## src/rtl/pc_pkg.sv

```systemverilog
// Shared definitions for the PC sequencer: step size, next-PC source select
// and the word-alignment helper.
package pc_pkg;

    localparam int PC_STEP = 4;

    typedef enum logic [2:0] {
        SEL_SEQ,
        SEL_HOLD,
        SEL_BR,
        SEL_JMP,
        SEL_RET,
        SEL_EXC
    } pc_sel_t;

    // Works on a 64-bit container so one helper serves every legal WIDTH.
    function automatic logic [63:0] align_mask(input logic [63:0] addr);
        return {addr[63:2], 2'b00};
    endfunction

endpackage

```

## src/rtl/pc_ras.sv

```systemverilog
// Return-address stack: a circular LIFO that silently overwrites its oldest
// entry when pushed while full.
module pc_ras #(
    parameter int WIDTH     = 32,
    parameter int RAS_DEPTH = 4
) (
    input  logic             clk,
    input  logic             rst,
    input  logic             push,
    input  logic             pop,
    input  logic [WIDTH-1:0] push_data,
    output logic [WIDTH-1:0] top,
    output logic             empty,
    output logic             full
);
    localparam int PTR_W = $clog2(RAS_DEPTH);
    localparam int CNT_W = $clog2(RAS_DEPTH + 1);
    localparam logic [PTR_W-1:0] PTR_LAST = PTR_W'(RAS_DEPTH - 1);
    localparam logic [CNT_W-1:0] CNT_MAX  = CNT_W'(RAS_DEPTH);

    logic [WIDTH-1:0] mem_q [RAS_DEPTH];
    logic [PTR_W-1:0] ptr_q, ptr_d, ptr_inc, ptr_dec;
    logic [CNT_W-1:0] cnt_q, cnt_d;

    assign ptr_inc = (ptr_q == PTR_LAST) ? '0 : ptr_q + 1'b1;
    assign ptr_dec = (ptr_q == '0) ? PTR_LAST : ptr_q - 1'b1;
    assign top     = mem_q[ptr_dec];
    assign empty   = (cnt_q == '0);
    assign full    = (cnt_q == CNT_MAX);

    // NOTE: every variable written here gets a default first, so no path can infer a latch.
    always_comb begin
        ptr_d = ptr_q;
        cnt_d = cnt_q;
        if (pop) begin
            if (!empty) begin
                ptr_d = ptr_dec;
                cnt_d = cnt_q - 1'b1;
            end
        end else if (push) begin
            ptr_d = ptr_inc;
            if (!full) begin
                cnt_d = cnt_q + 1'b1;
            end
        end
    end

    // NOTE: non-blocking assignments so every register samples pre-edge values.
    always_ff @(posedge clk) begin
        if (!rst) begin
            ptr_q <= '0;
            cnt_q <= '0;
        end else begin
            ptr_q <= ptr_d;
            cnt_q <= cnt_d;
        end
    end

    // NOTE: entry storage is not reset; the occupancy count alone says which entries are valid.
    always_ff @(posedge clk) begin
        if (rst && push && !pop) begin
            mem_q[ptr_q] <= push_data;
        end
    end

endmodule

```

## src/rtl/pc_sequencer.sv

```systemverilog
// PC sequencer: fixed-priority next-PC selection with word alignment. The
// return-address stack is compiled in only when PC_SEQUENCER_RAS_EN is defined.
module pc_sequencer
    import pc_pkg::*;
#(
    parameter int               WIDTH        = 32,
    parameter logic [WIDTH-1:0] RESET_VECTOR = '0,
    parameter logic [WIDTH-1:0] EXC_VECTOR   = WIDTH'('h80),
    parameter int               RAS_DEPTH    = 4
) (
    input  logic             clk,
    input  logic             rst,
    input  logic             stall,
    input  logic             branch_take,
    input  logic [WIDTH-1:0] branch_off,
    input  logic             jump_take,
    input  logic [WIDTH-1:0] jump_target,
    input  logic             call,
    input  logic             ret,
    input  logic             exc,
    output logic [WIDTH-1:0] pc,
    output logic [WIDTH-1:0] pc_plus4,
    output logic             misalign,
    output logic             ras_empty,
    output logic             ras_full
);
    pc_sel_t          sel;
    logic [WIDTH-1:0] pc_q, pc_d, target;
    logic             misalign_q, misalign_d, ret_miss;

    assign pc_plus4 = pc_q + WIDTH'(PC_STEP);
    assign pc       = pc_q;
    assign misalign = misalign_q;

`ifdef PC_SEQUENCER_RAS_EN
    logic [WIDTH-1:0] ras_top;
    logic             do_push, do_pop;

    pc_ras #(
        .WIDTH     (WIDTH),
        .RAS_DEPTH (RAS_DEPTH)
    ) u_ras (
        .clk       (clk),
        .rst       (rst),
        .push      (do_push),
        .pop       (do_pop),
        .push_data (pc_plus4),
        .top       (ras_top),
        .empty     (ras_empty),
        .full      (ras_full)
    );
`else
    logic unused_call;

    assign unused_call = call;
    assign ras_empty   = 1'b1;
    assign ras_full    = 1'b0;
`endif

    always_comb begin
        sel = SEL_SEQ;
        if (exc)              sel = SEL_EXC;
        else if (ret)         sel = SEL_RET;
        else if (jump_take)   sel = SEL_JMP;
        else if (branch_take) sel = SEL_BR;
        else if (stall)       sel = SEL_HOLD;
    end

    always_comb begin
        target   = pc_plus4;
        ret_miss = 1'b0;
`ifdef PC_SEQUENCER_RAS_EN
        do_push  = 1'b0;
        do_pop   = 1'b0;
`endif
        unique case (sel)
            SEL_HOLD: target = pc_q;
            SEL_BR:   target = pc_q + branch_off;
            SEL_JMP: begin
                target = jump_target;
`ifdef PC_SEQUENCER_RAS_EN
                do_push = call;
`endif
            end
            SEL_RET: begin
`ifdef PC_SEQUENCER_RAS_EN
                // An empty-stack return falls through to pc+4 and is flagged.
                if (ras_empty) begin
                    ret_miss = 1'b1;
                end else begin
                    target = ras_top;
                    do_pop = 1'b1;
                end
`else
                target = jump_target;
`endif
            end
            SEL_EXC:  target = EXC_VECTOR;
            default:  ;
        endcase
    end

    assign pc_d       = WIDTH'(align_mask(64'(target)));
    assign misalign_d = ret_miss ||
                        ((sel inside {SEL_BR, SEL_JMP, SEL_RET, SEL_EXC}) && (target[1:0] != 2'b00));

    always_ff @(posedge clk) begin
        if (!rst) begin
            pc_q       <= RESET_VECTOR;
            misalign_q <= 1'b0;
        end else begin
            pc_q       <= pc_d;
            misalign_q <= misalign_d;
        end
    end

endmodule

```

## config.mk

```make
export PLATFORM = sky130hd
export DESIGN_NAME = pc_sequencer
export DESIGN_NICKNAME = d
export VERILOG_FILES = /design/src/rtl/pc_pkg.sv /design/src/rtl/pc_ras.sv /design/src/rtl/pc_sequencer.sv
export SDC_FILE = /design/constraint.sdc
export NUM_CORES = 1
export LEC_CHECK = 0
export CORE_AREA = 10 10 111 113
export CTS_BUF_LIST = sky130_fd_sc_hd__clkbuf_8 sky130_fd_sc_hd__clkbuf_16
export DETAILED_ROUTE_END_ITERATION = 12
export DIE_AREA = 0 0 121 123
export PLACE_DENSITY = 0.78
export SYNTH_ARGS = -nofsm -noshare
export SYNTH_HDL_FRONTEND = slang
export SYNTH_SLANG_ARGS = --single-unit
export TNS_END_PERCENT = 10
```

## constraint.sdc

```tcl
create_clock -name clk -period 2.25 [get_ports clk]
set_clock_uncertainty 0.2 [all_clocks]
set_input_delay 0.45 -clock clk [delete_from_list [all_inputs] [get_ports clk]]
set_output_delay 0.45 -clock clk [all_outputs]
set_load 0.005 [all_outputs]
```

==> out/qor.csv <==
stage;metric;value;unit
status;status;finished with violations;
status;failing checks;setup timing;
layout;commonest non-fill, non-tap cell in the layout;buf_4;
sta;Setup Total Neg Slack;-11090;ps
sta;fmax;385;MHz
clock_tree;clk_lat worst skew;290;ps
layout;final-layout fill cell count;730;
global_route;pin count of the biggest net entering global routing;15;
global_route;overall fraction of global-route tracks in use;27.6;%
yosys;Post-Syn Area;0.00429;mm2
sta;fin. max-slew vios;0;
clock_tree;CTS Buf Count;5;
floorplanning;Die Wd;121;um
yosys;Post-synth ARST share;0;%
detailed_routing;Pre-Repair DR Iteration Count;5;
setup_path;Critical Path RT;1600;ps
floorplanning;num rows;37;
place;PortBufs;131;
yosys;sequential area share after synthesis;14.5;%
clock_tree;clock sinks;31;
place;Place WS;-823;ps
yosys;Yosys cell types;68;
layout;Layout Cells excl Fill;1053;
layout;final net count;1020;
detailed_routing;routed vias/inst;5.89;
clock_tree;Clock Tree Buf Depth;2;
layout;Area growth syn-to-layout;83.1;%
place;Placed Instances;1037;
detailed_routing;DR WL/cell;21.0;um
global_route;global-route wire length before repair;33000;um
layout;share of cells above drive strength 1;39.5;%
power;leakage power;3.44;nW
setup_path;Crit Path Max Fanout;4;
yosys;average footprint of a synthesized cell;7.21;um2
global_route;initial antenna violation count;0;
detailed_routing;final WL;22200;um
detailed_routing;Detail Route Antenna Nets;0;
yosys;FF+latch count, synth;31;
detailed_routing;detailed-route via count;6206;
clock_tree;Clock transition at path regs;70;ps
clock_tree;CTS tree;built;
detailed_routing;DRT iter0 DRCs;496;
floorplanning;Die Ht;123;um
place;GPL Wtd Cong;1.01;
sta;Final Hold Slack;411;ps
sta;Final period util;116;%
yosys;dominant synthesized flop cell;dfxtp_1;
setup_path;crit path DAT;1950;ps
power;Worst VDD drop;0.252;mV
worst_hold_path;min-delay worst type;in2reg;
floorplanning;core area;0.0101;mm2
global_route;vias in the first global route;6200;
sta;Finish-stage setup viols;50;
floorplanning;I/O pin total;139;
sta;RSZ-0062 raised after global routing;yes;
setup_path;CP Capture Type;output port;
global_route;remaining global-route overflow;0;
yosys;synthesized instance count;595;
place;Placed Area;0.00721;mm2
run;Max Cap Viol;0;
setup_path;kind of critical path;reg2out;
setup_path;critical path startpoint category;flip-flop;
sta;relative slew slack;63.7;%
clock_tree;H-tree levels;2;
floorplanning;die area;0.0149;mm2
layout;antenna cells;0;
detailed_routing;post-route DRC violation count;0;
floorplanning;Initial Util;42.3;%
sta;Tmin final;2600;ps
power;overall power;2.39;mW
yosys;YS warnings;0;
layout;final core occ;77.5;%
power;pwr dens;305;mW/mm2
yosys;Post-synth EDFFs;0;
clock_tree;clk root buf;clkbuf_8;
sta;final hold vios;0;
layout;commonest cells after routing, fill and taps aside;buf_4, clkdlybuf4s50_1, nand2_1, nor2_1, xnor2_1;
sta;Final WS setup;-350;ps
place;dpl hpwl;17700;um
sta;Worst Tran Pin Value;539;ps
layout;post-route cell area;0.00785;mm2
[Yosys cell counts, types with 6 or more instances]
cell | number | area share (%)
a21oi_1 | 41 | 4.8
a22oi_1 | 12 | 2.1
and3_1 | 8 | 1.2
buf_2 | 12 | 1.4
buf_4 | 7 | 1.2
clkbuf_1 | 22 | 1.9
dfxtp_1 | 31 | 14
ha_1 | 30 | 8.8
inv_1 | 14 | 1.2
mux2i_1 | 6 | 1.4
nand2_1 | 59 | 5.2
nand2b_1 | 6 | 0.88
nand3_1 | 27 | 3.2
nand4_1 | 20 | 2.9
nor2_1 | 50 | 4.4
nor3_1 | 17 | 2.0
o211ai_1 | 9 | 1.6
o21a_1 | 6 | 1.1
o21ai_0 | 36 | 4.2
o21bai_1 | 6 | 1.1
or3_1 | 7 | 1.0
xnor2_1 | 47 | 9.6
xor2_1 | 19 | 3.9
[layer usage]
layer  share of wire [%]  global-route usage (%)  vias up
met1                  39                    33.6     2976
met4                 2.8                    9.73        0
met3                 8.8                    3.74       53
met5                   0                       0        -
met2                  49                    48.8      333
li1                    -                       -     2844
[sequential cells by signal (all words and copies together) (netlist names)]
name,flops
pc,30
misalign,1
[cell type report]
type | instances | area [um2] | area share, %
multi-input combinational | 513 | 4010 | 51.0
timing repair buffer | 352 | 2900 | 37.0
sequential | 31 | 632 | 8.05
tap | 136 | 170 | 2.17
clock buffer | 6 | 82.6 | 1.05
inverter | 14 | 52.6 | 0.669
clock inverter | 1 | 5.00 | 0.0637
[what timing repair did]
action	in CTS	in global routing
endpoints found under the hold margin	0	0
setup endpoints to repair	55	53
gates resized for setup	183	47
buffers inserted	9	0
hold buffers	0	0
pin swaps	49	15
[critical path, stage by stage, from the launching register on]
cell	delay, ps
dfxtp_1	370
and4_2	320
buf_4	140
and3_1	280
nand2_1	130
xnor2_2	180
clkdlybuf4s15_2	250
[worst paths after layout]
check	end	from	cells after the start	slack, ps
worst max register to register	pc[29]$_SDFFE_PN0N_	pc[3]$_SDFFE_PN0N_	10	-350
worst min register to register	pc[31]$_SDFFE_PN0N_	pc[31]$_SDFFE_PN0N_	3	510
worst min-delay path	pc[19]$_SDFFE_PN0N_	branch_take	3	410
worst max-delay path	pc_plus4[18]	pc[12]$_SDFFE_PN0N_	6	-350
[cells by family (layout without fill, tap and decap cells)]
family,count (synthesis),count (layout),share of synthesized area (%)
simple gates,237,237,29.4
compound gates,166,166,25.8
xor+xnor,66,66,13.5
buf+inv,55,373,5.78
fa+ha+maj,31,31,9.22
flops,31,31,14.5
mux,7,7,1.66
other cells,2,6,0.175
[report_power, final]
group / leakage [nW] / internal [mW] / switching [mW]
sequential: 0.257 / 0.579 / 0.0333
combinational: 3.14 / 0.684 / 0.614
clock: 0.0470 / 0.241 / 0.243
total: 3.44 / 1.50 / 0.890
Note: power is estimated with default switching activity, not from simulation.
